$ cat config.mk
export PLATFORM = sky130hd
export DESIGN_NAME = sms_bank_ahb_arb
export DESIGN_NICKNAME = d
export VERILOG_FILES = /design/src/rtl/sms_arb_pkg.sv /design/src/rtl/sms_arb_grant.sv /design/src/rtl/sms_bank_ahb_arb.sv
export SDC_FILE = /design/constraint.sdc
export NUM_CORES = 1
export LEC_CHECK = 0
export BUFFER_PORTS_ARGS = -buffer_cell sky130_fd_sc_hd__clkbuf_2
export CORE_AREA = 2 2 130 132
export CTS_BUF_LIST = sky130_fd_sc_hd__clkbuf_4 sky130_fd_sc_hd__clkbuf_8
export DETAILED_ROUTE_END_ITERATION = 8
export DIE_AREA = 0 0 132 134
export SLEW_MARGIN = 20
export SYNTH_ARGS = -nofsm -noshare
export SYNTH_HDL_FRONTEND = slang
export SYNTH_SLANG_ARGS = --single-unit
$ cat constraint.sdc
create_clock -name mem_hclk -period 2.7 [get_ports mem_hclk]
set_clock_uncertainty 0.1 [all_clocks]
set_input_delay 0.54 -clock mem_hclk [delete_from_list [all_inputs] [get_ports mem_hclk]]
set_output_delay 0.54 -clock mem_hclk [all_outputs]
set_load 0.005 [all_outputs]
$ cat src/rtl/sms_arb_pkg.sv
// Shared AHB-lite encodings and the bus-owner type used by the SMS bank arbiter.
package sms_arb_pkg;

   localparam logic [1:0] HTRANS_IDLE   = 2'b00;
   localparam logic [1:0] HTRANS_BUSY   = 2'b01;
   localparam logic [1:0] HTRANS_NONSEQ = 2'b10;
   localparam logic [1:0] HTRANS_SEQ    = 2'b11;

   localparam logic [1:0] HRESP_OKAY    = 2'b00;
   localparam logic [1:0] HRESP_ERROR   = 2'b01;

   typedef enum logic [1:0] {
      OWN_NONE = 2'b00,
      OWN_M0   = 2'b01,
      OWN_M1   = 2'b10
   } owner_e;

   // SEQ and BUSY both continue a burst, so either one holds the bus lock.
   function automatic logic is_burst_cont(input logic [1:0] htrans);
      return (htrans == HTRANS_SEQ) || (htrans == HTRANS_BUSY);
   endfunction

endpackage

$ cat src/rtl/sms_arb_grant.sv
// Combinational grant: burst lock, then M1 starvation override, then fixed priority M0 > M1.
module sms_arb_grant
   import sms_arb_pkg::*;
#(
   parameter int unsigned STARVE_MAX = 8
) (
   input  logic [1:0] req,
   input  logic [1:0] hsel,
   input  logic [1:0] htrans0,
   input  logic [1:0] htrans1,
   input  owner_e     last_owner,
   input  logic [3:0] wait_cnt,
   output owner_e     grant
);

   localparam logic [3:0] STARVE_LIM = 4'(STARVE_MAX);

   logic lock0_s;
   logic lock1_s;

   assign lock0_s = (last_owner == OWN_M0) && hsel[0] && is_burst_cont(htrans0);
   assign lock1_s = (last_owner == OWN_M1) && hsel[1] && is_burst_cont(htrans1);

   // Priority chain evaluated every cycle; the top level decides when it takes effect.
   always_comb begin
      grant = OWN_NONE;
      if (lock0_s) begin
         grant = OWN_M0;
      end else if (lock1_s) begin
         grant = OWN_M1;
      end else if (req[1] && (wait_cnt == STARVE_LIM)) begin
         grant = OWN_M1;
      end else if (req[0]) begin
         grant = OWN_M0;
      end else if (req[1]) begin
         grant = OWN_M1;
      end else begin
         grant = OWN_NONE;
      end
   end

endmodule

$ cat src/rtl/sms_bank_ahb_arb.sv
// Two-master AHB-lite arbiter in front of one SMS SRAM bank: M0 (CPU) has priority,
// M1 (DMA) is protected by a starvation counter, bursts keep the bus until they end.
module sms_bank_ahb_arb
   import sms_arb_pkg::*;
#(
   parameter int unsigned STARVE_MAX = 8
) (
   input  logic        mem_hclk,
   input  logic        mem_hrst_b,
   input  logic        m0_hsel,
   input  logic [31:0] m0_haddr,
   input  logic [1:0]  m0_htrans,
   input  logic        m0_hwrite,
   input  logic [2:0]  m0_hsize,
   input  logic [3:0]  m0_hprot,
   input  logic [31:0] m0_hwdata,
   output logic [31:0] m0_hrdata,
   output logic        m0_hready_resp,
   output logic [1:0]  m0_hresp,
   input  logic        m1_hsel,
   input  logic [31:0] m1_haddr,
   input  logic [1:0]  m1_htrans,
   input  logic        m1_hwrite,
   input  logic [2:0]  m1_hsize,
   input  logic [3:0]  m1_hprot,
   input  logic [31:0] m1_hwdata,
   output logic [31:0] m1_hrdata,
   output logic        m1_hready_resp,
   output logic [1:0]  m1_hresp,
   output logic        s_hsel,
   output logic [31:0] s_haddr,
   output logic [1:0]  s_htrans,
   output logic        s_hwrite,
   output logic [2:0]  s_hsize,
   output logic [3:0]  s_hprot,
   output logic [31:0] s_hwdata,
   output logic        s_hready,
   input  logic [31:0] s_hrdata,
   input  logic        s_hready_resp,
   input  logic [1:0]  s_hresp,
   output logic        arb_idle
);

   localparam logic [3:0] STARVE_LIM = 4'(STARVE_MAX);

   logic       req0_s;
   logic       req1_s;
   owner_e     raw_grant_s;
   owner_e     grant_s;
   logic [1:0] gnt_trans_s;
   owner_e     last_owner_r;
   owner_e     dp_owner_r;
   owner_e     pend_owner_r;
   logic [3:0] wait_cnt_r;

   assign req0_s   = m0_hsel & m0_htrans[1];
   assign req1_s   = m1_hsel & m1_htrans[1];
   assign s_hready = s_hready_resp;
   assign arb_idle = ~req0_s & ~req1_s & (dp_owner_r == OWN_NONE);

   sms_arb_grant #(
      .STARVE_MAX (STARVE_MAX)
   ) u_grant (
      .req        ({req1_s, req0_s}),
      .hsel       ({m1_hsel, m0_hsel}),
      .htrans0    (m0_htrans),
      .htrans1    (m1_htrans),
      .last_owner (last_owner_r),
      .wait_cnt   (wait_cnt_r),
      .grant      (raw_grant_s)
   );

   // An address presented during a bank wait state stays on the bus until accepted.
   always_comb begin
      grant_s = raw_grant_s;
      if ((pend_owner_r == OWN_M0) && req0_s) begin
         grant_s = OWN_M0;
      end else if ((pend_owner_r == OWN_M1) && req1_s) begin
         grant_s = OWN_M1;
      end else begin
         grant_s = raw_grant_s;
      end
   end

   // Address/control mux toward the bank; an ungranted bus drives IDLE.
   always_comb begin
      s_hsel      = 1'b0;
      s_haddr     = 32'h0000_0000;
      s_htrans    = HTRANS_IDLE;
      s_hwrite    = 1'b0;
      s_hsize     = 3'b000;
      s_hprot     = 4'b0000;
      gnt_trans_s = HTRANS_IDLE;
      case (grant_s)
         OWN_M0: begin
            s_hsel      = m0_hsel;
            s_haddr     = m0_haddr;
            s_htrans    = m0_htrans;
            s_hwrite    = m0_hwrite;
            s_hsize     = m0_hsize;
            s_hprot     = m0_hprot;
            gnt_trans_s = m0_htrans;
         end
         OWN_M1: begin
            s_hsel      = m1_hsel;
            s_haddr     = m1_haddr;
            s_htrans    = m1_htrans;
            s_hwrite    = m1_hwrite;
            s_hsize     = m1_hsize;
            s_hprot     = m1_hprot;
            gnt_trans_s = m1_htrans;
         end
         default: begin
            s_hsel      = 1'b0;
            gnt_trans_s = HTRANS_IDLE;
         end
      endcase
   end

   // Write data follows whoever owns the data phase.
   always_comb begin
      s_hwdata = 32'h0000_0000;
      case (dp_owner_r)
         OWN_M0:  s_hwdata = m0_hwdata;
         OWN_M1:  s_hwdata = m1_hwdata;
         default: s_hwdata = 32'h0000_0000;
      endcase
   end

   // Ownership registers: load on address acceptance, remember a stalled grant otherwise.
   always_ff @(posedge mem_hclk or negedge mem_hrst_b) begin
      if (!mem_hrst_b) begin
         last_owner_r <= OWN_NONE;
         dp_owner_r   <= OWN_NONE;
         pend_owner_r <= OWN_NONE;
      end else if (s_hready_resp) begin
         last_owner_r <= grant_s;
         // BUSY keeps the burst lock but carries no data phase.
         dp_owner_r   <= (gnt_trans_s == HTRANS_BUSY) ? OWN_NONE : grant_s;
         pend_owner_r <= OWN_NONE;
      end else begin
         pend_owner_r <= grant_s;
      end
   end

   // M1 wait counter: saturates at the starvation limit, clears on M1 acceptance or no request.
   always_ff @(posedge mem_hclk or negedge mem_hrst_b) begin
      if (!mem_hrst_b) begin
         wait_cnt_r <= 4'd0;
      end else if (req1_s && !(s_hready_resp && (grant_s == OWN_M1))) begin
         if (wait_cnt_r < STARVE_LIM) begin
            wait_cnt_r <= wait_cnt_r + 4'd1;
         end else begin
            wait_cnt_r <= STARVE_LIM;
         end
      end else begin
         wait_cnt_r <= 4'd0;
      end
   end

   // Response steering to M0: data-phase owner sees the bank, a losing requester is stalled.
   always_comb begin
      m0_hrdata      = 32'h0000_0000;
      m0_hresp       = HRESP_OKAY;
      m0_hready_resp = 1'b1;
      if (dp_owner_r == OWN_M0) begin
         m0_hrdata      = s_hrdata;
         m0_hresp       = s_hresp;
         m0_hready_resp = s_hready_resp;
      end else if (req0_s && (grant_s != OWN_M0)) begin
         m0_hready_resp = 1'b0;
      end else if (req0_s) begin
         m0_hready_resp = s_hready_resp;
      end else begin
         m0_hready_resp = 1'b1;
      end
   end

   // Response steering to M1, same rules as M0.
   always_comb begin
      m1_hrdata      = 32'h0000_0000;
      m1_hresp       = HRESP_OKAY;
      m1_hready_resp = 1'b1;
      if (dp_owner_r == OWN_M1) begin
         m1_hrdata      = s_hrdata;
         m1_hresp       = s_hresp;
         m1_hready_resp = s_hready_resp;
      end else if (req1_s && (grant_s != OWN_M1)) begin
         m1_hready_resp = 1'b0;
      end else if (req1_s) begin
         m1_hready_resp = s_hready_resp;
      end else begin
         m1_hready_resp = 1'b1;
      end
   end

endmodule

# Word-level counts from Yosys, hierarchy flattened
# Cells that the tools add are included.
# totals
inputBits,187
output_inout_bits,147
elab_cells,71
reg_bits,10
# op_classes
magnitude_cmp,1
n_eq_ne,16
bitwise_logic,6
mux,28
addsub,1
n_reduce_logical,15
# op_table
op,n
case mux 32 bit (2 select lines),2
2-to-1 mux 32 bit,2
2-to-1 mux 2 bit,11
"equality test 2 x 1 -> 1 bit, second input constant",7
"equality test 2 bit, second input constant",6
logical AND 1 bit,11
2-to-1 mux 4 bit,2
case mux 4 bit (2 select lines),1
2-to-1 mux 1 bit,6
case mux 3 bit (2 select lines),1
"adder 4 x 1 -> 4 bit, second input constant",1
AND 1 bit,4
"equality test 4 bit, second input constant",1
"< comparator 4 bit, second input constant",1
case mux 1 bit (2 select lines),2
case mux 2 bit (2 select lines),1
zero test 2 bit,1
logical OR 1 bit,2
"inequality test 2 x 1 -> 1 bit, second input constant",1
"inequality test 2 bit, second input constant",1
NOT 1 bit,2
zero test 1 bit,1

# Logic depth before layout (Yosys ltp)
# logic_depth
word_depth,13
depth_mapped,12
mapped_depth_nobuf,11

# Hierarchy
# From an unflattened synthesis, not the netlist that was laid out.
# hier_totals
hier_cells,314
area_unflattened_um2,2148.3
# modules_own_cells
module,seq_area_each_um2,n_inst,cells_per_inst,area_per_inst_um2
sms_bank_ahb_arb,250.2,1,305,2089.5
sms_arb_grant,0.0,1,9,58.8

# Worst setup path after synthesis
# Ideal clock, no wire load.
# synth_path
path_type,input to output
from,input port m0_htrans[1]
to,output port s_haddr[12]
path_buffers,2
cell_stages,9
slack_ps,-83
arrival_ps,2143
cell_sequence,and2_1 a32o_1 a31o_2 inv_2 ha_1 clkbuf_1 clkbuf_1 a22oi_1 nor2_1
# synth_via
elab_chain_len,9
word_cells_on_any_way,15
# synth_lines
element,line_no,rtl
"start, declared",sms_bank_ahb_arb.sv:12,"input logic [1:0] m0_htrans,"
AND 1 bit,sms_bank_ahb_arb.sv:56,assign req0_s = m0_hsel & m0_htrans[1];
2-to-1 mux 2 bit,sms_arb_grant.sv:33,end else if (req[0]) begin
2-to-1 mux 2 bit,sms_arb_grant.sv:31,end else if (req[1] && (wait_cnt == STARVE_LIM)) begin
2-to-1 mux 2 bit,sms_arb_grant.sv:29,end else if (lock1_s) begin
2-to-1 mux 2 bit,sms_arb_grant.sv:27,if (lock0_s) begin
2-to-1 mux 2 bit,sms_bank_ahb_arb.sv:78,end else if ((pend_owner_r == OWN_M1) && req1_s) begin
2-to-1 mux 2 bit *,sms_bank_ahb_arb.sv:76,if ((pend_owner_r == OWN_M0) && req0_s) begin
via grant_s[1],sms_bank_ahb_arb.sv:49,owner_e grant_s;
equality test 2 bit / equality test 2 x 1 -> 1 bit (equally long branches),sms_bank_ahb_arb.sv:94,case (grant_s)
case mux 32 bit (2 select lines) *,sms_bank_ahb_arb.sv:94,
"end, declared",sms_bank_ahb_arb.sv:31,"output logic [31:0] s_haddr,"
# The timed path passes the listed nets; every way through them passes the cells marked *.

# Worst setup path in the final report
# layout_path
from,register wait_cnt_r[0]
to,output port s_haddr[1]
# layout_via
elab_chain_len,9
word_cells_on_any_way,10
# layout_lines
element,line_no,rtl
"start, declared",sms_bank_ahb_arb.sv:54,logic [3:0] wait_cnt_r;
"start signal, assigned",sms_bank_ahb_arb.sv:152,wait_cnt_r <= wait_cnt_r + 4'd1;
equality test 4 bit *,sms_arb_grant.sv:31,
logical AND 1 bit *,sms_arb_grant.sv:31,
2-to-1 mux 2 bit *,sms_arb_grant.sv:31,
2-to-1 mux 2 bit *,sms_arb_grant.sv:29,
2-to-1 mux 2 bit *,sms_arb_grant.sv:27,
2-to-1 mux 2 bit *,sms_bank_ahb_arb.sv:78,
2-to-1 mux 2 bit *,sms_bank_ahb_arb.sv:76,
via grant_s[1],sms_bank_ahb_arb.sv:49,
equality test 2 bit / equality test 2 x 1 -> 1 bit (equally long branches),sms_bank_ahb_arb.sv:94,
case mux 32 bit (2 select lines) *,sms_bank_ahb_arb.sv:94,
# Marked as above.

==> impl_results.md <==
- Run status: finished, violations left
- Failing checks: setup timing
- Max_cap viols: 0
- Core Footprint: 0.01629 sq mm
- Setup Viol. Count Final: 44
- CTS Root Cell: clkbuf_8
- Worst skew pair latency: 0.24 ns
- Hold Slack: 0.06460 ns
- Crit Reg-Reg Startpoint: wait_cnt_r[0]$_DFF_PN0_
- First-pass GRT wire length: 16370 microns
- Yosys reg bits: 10
- Post-synthesis mux area share: 1.095%
- Final core occ: 27.54%
- Worst path arrival time: 2.23 ns
- Synth Area in XOR/XNOR: 0.4258%
- Count leader, synth: a22oi_1
- Area growth from synthesis to layout: 118.1%
- Endpoint class of the critical path: output port
- Tcrit/Tclk final: 106.3%
- Wire length per cell: 12.58 microns
- Clock tree buffer depth: 2
- Synth cell types: 30
- Nets: 845
- Antenna diodes: 0
- CTS sink count: 10
- Vias: 3523
- Drt first-iter violations: 180
- Gr usage total: 11.13%
- Fill cells: 1782
- Critical path launch point type: flip-flop
- RR Endpoint: dp_owner_r[1]$_DFFE_PN0P_
- R2R depth: 14
- Top cells by area, synth: a22oi_1, and2_1, dfrtp_1
- Required time worst endpoint: 2.06 ns
- Mapped cell area: 0.002057 sq mm
- Die area: 0.01769 sq mm
- Adder-cell share of the synthesized area: 4.258%
- Worst-margin pin slew: 0.2856 ns
- Post-synth top area share: 27.37%
- Antenna-violating nets left: 0
- Post-synth top area cell: a22oi_1
- CP Max Fanout: 6
- Synth Area in Simple Gates: 42.58%
- P_leak: 2.458 nW
- Top cell types by occurrence after synthesis: a22oi_1, and2_1, nor2_1, clkbuf_1, nor2b_1
- CTS H-tree lvls: 1
- CTS tree: built
- Synth warn: 0
- Tmin final: 2.870 ns
- Worst ir drop on vdd: 0.0001225 V
- Rel. slew slack: 80.96%
- I/O pin count: 334
- Post-CTS Hold Fix Bufs: 0
- Vias per cell: 4.049
- Seq/Total Area, Yosys: 12.17%
- RSZ-0062 raised after global routing: true
- Endpoints failing hold: 0
- DR DRC count: 0
- Post-synth EDFFs: 0
- Share of synthesized registers carrying an async set or reset: 100.0%
- Syn_area_per_cell: 6.700 sq um
- Detail Placement HPWL: 8987 microns
- Pwr Total: 1.370 mW
- Syn Inst Count: 307
- Die Ht: 134 microns
- # port buffers: 333
- Remaining global-route overflow: 0
- Post-Syn Nets: 501
- Std-Cell Rows: 47
- Most used flip-flop cell after synthesis: dfrtp_1
- Largest net degree at the start of global routing: 69
- Share of cells above drive strength 1: 60.92%
- Clk slew on worst S/H paths: 0.05 ns
- Final Max Tran Viols: 0
- DRT Wirelength: 10950 microns
- CP Class: reg2out
- Die width: 132 microns
- Peak Freq: 348.4 MHz
- Initial antenna violation count: 0
- Initial core utilization: 12.63%
- Gpl congestion: 0.7985
- Vias in the first global route: 3152
- Hold Path Class: in2async
- TritonCTS Buffers: 3
- DR pass1 iterations: 4
- Final worst slack: -0.1705 ns
- PwrDens: 305.5 mW/mm^2
- Largest family of logic cells by synthesized area: simple AND/OR/NAND/NOR gates
- Compound-Gate Fraction of Synth Area: 31.81%
- R2r setup slk: 0.34 ns
==> where the power goes <==
part / leakage [nW] / total (mW) / switching, mW / internal (mW)
Sequential: 0.132 / 0.168 / 0.00686 / 0.161
Combinational: 2.30 / 1.01 / 0.473 / 0.536
Clock: 0.0288 / 0.193 / 0.0644 / 0.129
==> worst max-delay path, stage by stage, from the launching register on <==
cell	delay, ns
dfrtp_1	0.37
inv_1	0.07
ha_2	0.16
nand2_2	0.05
o31a_1	0.28
a31o_4	0.26
inv_2	0.08
ha_4	0.16
buf_12	0.13
buf_12	0.12
a22oi_1	0.08
nor2_1	0.11
buf_2	0.13
==> per-stage QoR <==
stage | cells | area (sq um) | TNS, ns | worst slack [ns]
floorplan | 307 | 2057 | -3.272 | -0.08299
global placement | 858 | 4188 | -3.175 | -0.1106
detailed placement | 858 | 4188 | -4.263 | -0.1300
CTS | 866 | 4387 | -5.908 | -0.1787
global route | 870 | 4486 | -12.75 | -0.3206
finish | 870 | 4486 | -5.937 | -0.1705
==> cells by family after synthesis <==
family          Yosys count
buf+inv                  41
simple gates            159
compound gates           87
flops                    10
xor+xnor                  1
fa+ha+maj                 7
mux                       2
==> worst max-delay path by stage <==
stage,from,end,slack (ns),depth (start not counted)
after floorplan,m0_htrans[1],s_haddr[12],-0.08,9
after global placement,m0_htrans[1],s_haddr[1],-0.11,9
after detailed placement,m0_hsel,s_haddr[8],-0.13,9
after CTS,wait_cnt_r[0]$_DFF_PN0_,s_haddr[1],-0.18,12
after global routing,wait_cnt_r[0]$_DFF_PN0_,s_haddr[22],-0.32,12
final,wait_cnt_r[0]$_DFF_PN0_,s_haddr[1],-0.17,12
==> cell type report <==
class | count | area [sq um] | area share (%)
tap | 220 | 275.3 | 6.137
multi-input combinational | 256 | 1739 | 38.77
clock buffer | 4 | 55.05 | 1.227
timing repair buffer | 373 | 2140 | 47.70
sequential | 10 | 250.2 | 5.579
inverter | 7 | 26.28 | 0.5858
==> flip-flops by register name (all words and copies together), names as in the netlist <==
signal        count
dp_owner_r        2
last_owner_r      2
pend_owner_r      2
wait_cnt_r        4
==> cells in the final DEF (no fill, tap or decap), types with 3 or more instances in the layout <==
cell type	instances
inv_1	6
ha_2	3
buf_12	8
buf_2	26
nor2_1	44
buf_4	26
clkbuf_8	4
nor2b_1	32
dfrtp_1	10
clkbuf_2	307
and2_1	69
a22oi_1	70
a22oi_2	5
==> timing repair <==
action,CTS,global route
endpoints found under the setup margin,45,45
pin swaps,3,16
gates cloned,2,1
setup buffers,2,3
gates resized for setup,19,37
==> layer usage <==
| metal | share of wire (%) | track usage, % | vias to the layer above | routed length [microns] |
|---|---|---|---|---|
| li1 | - | - | 1762 | - |
| met1 | 42 | 14.08 | 1601 | 4561 |
| met2 | 50 | 19.68 | 154 | 5516 |
| met3 | 7.5 | 2.381 | 6 | 816 |
| met4 | 0.47 | 1.872 | 0 | 51 |
| met5 | 0 | 0 | - | 0 |
(Power assumes the default switching activity.)
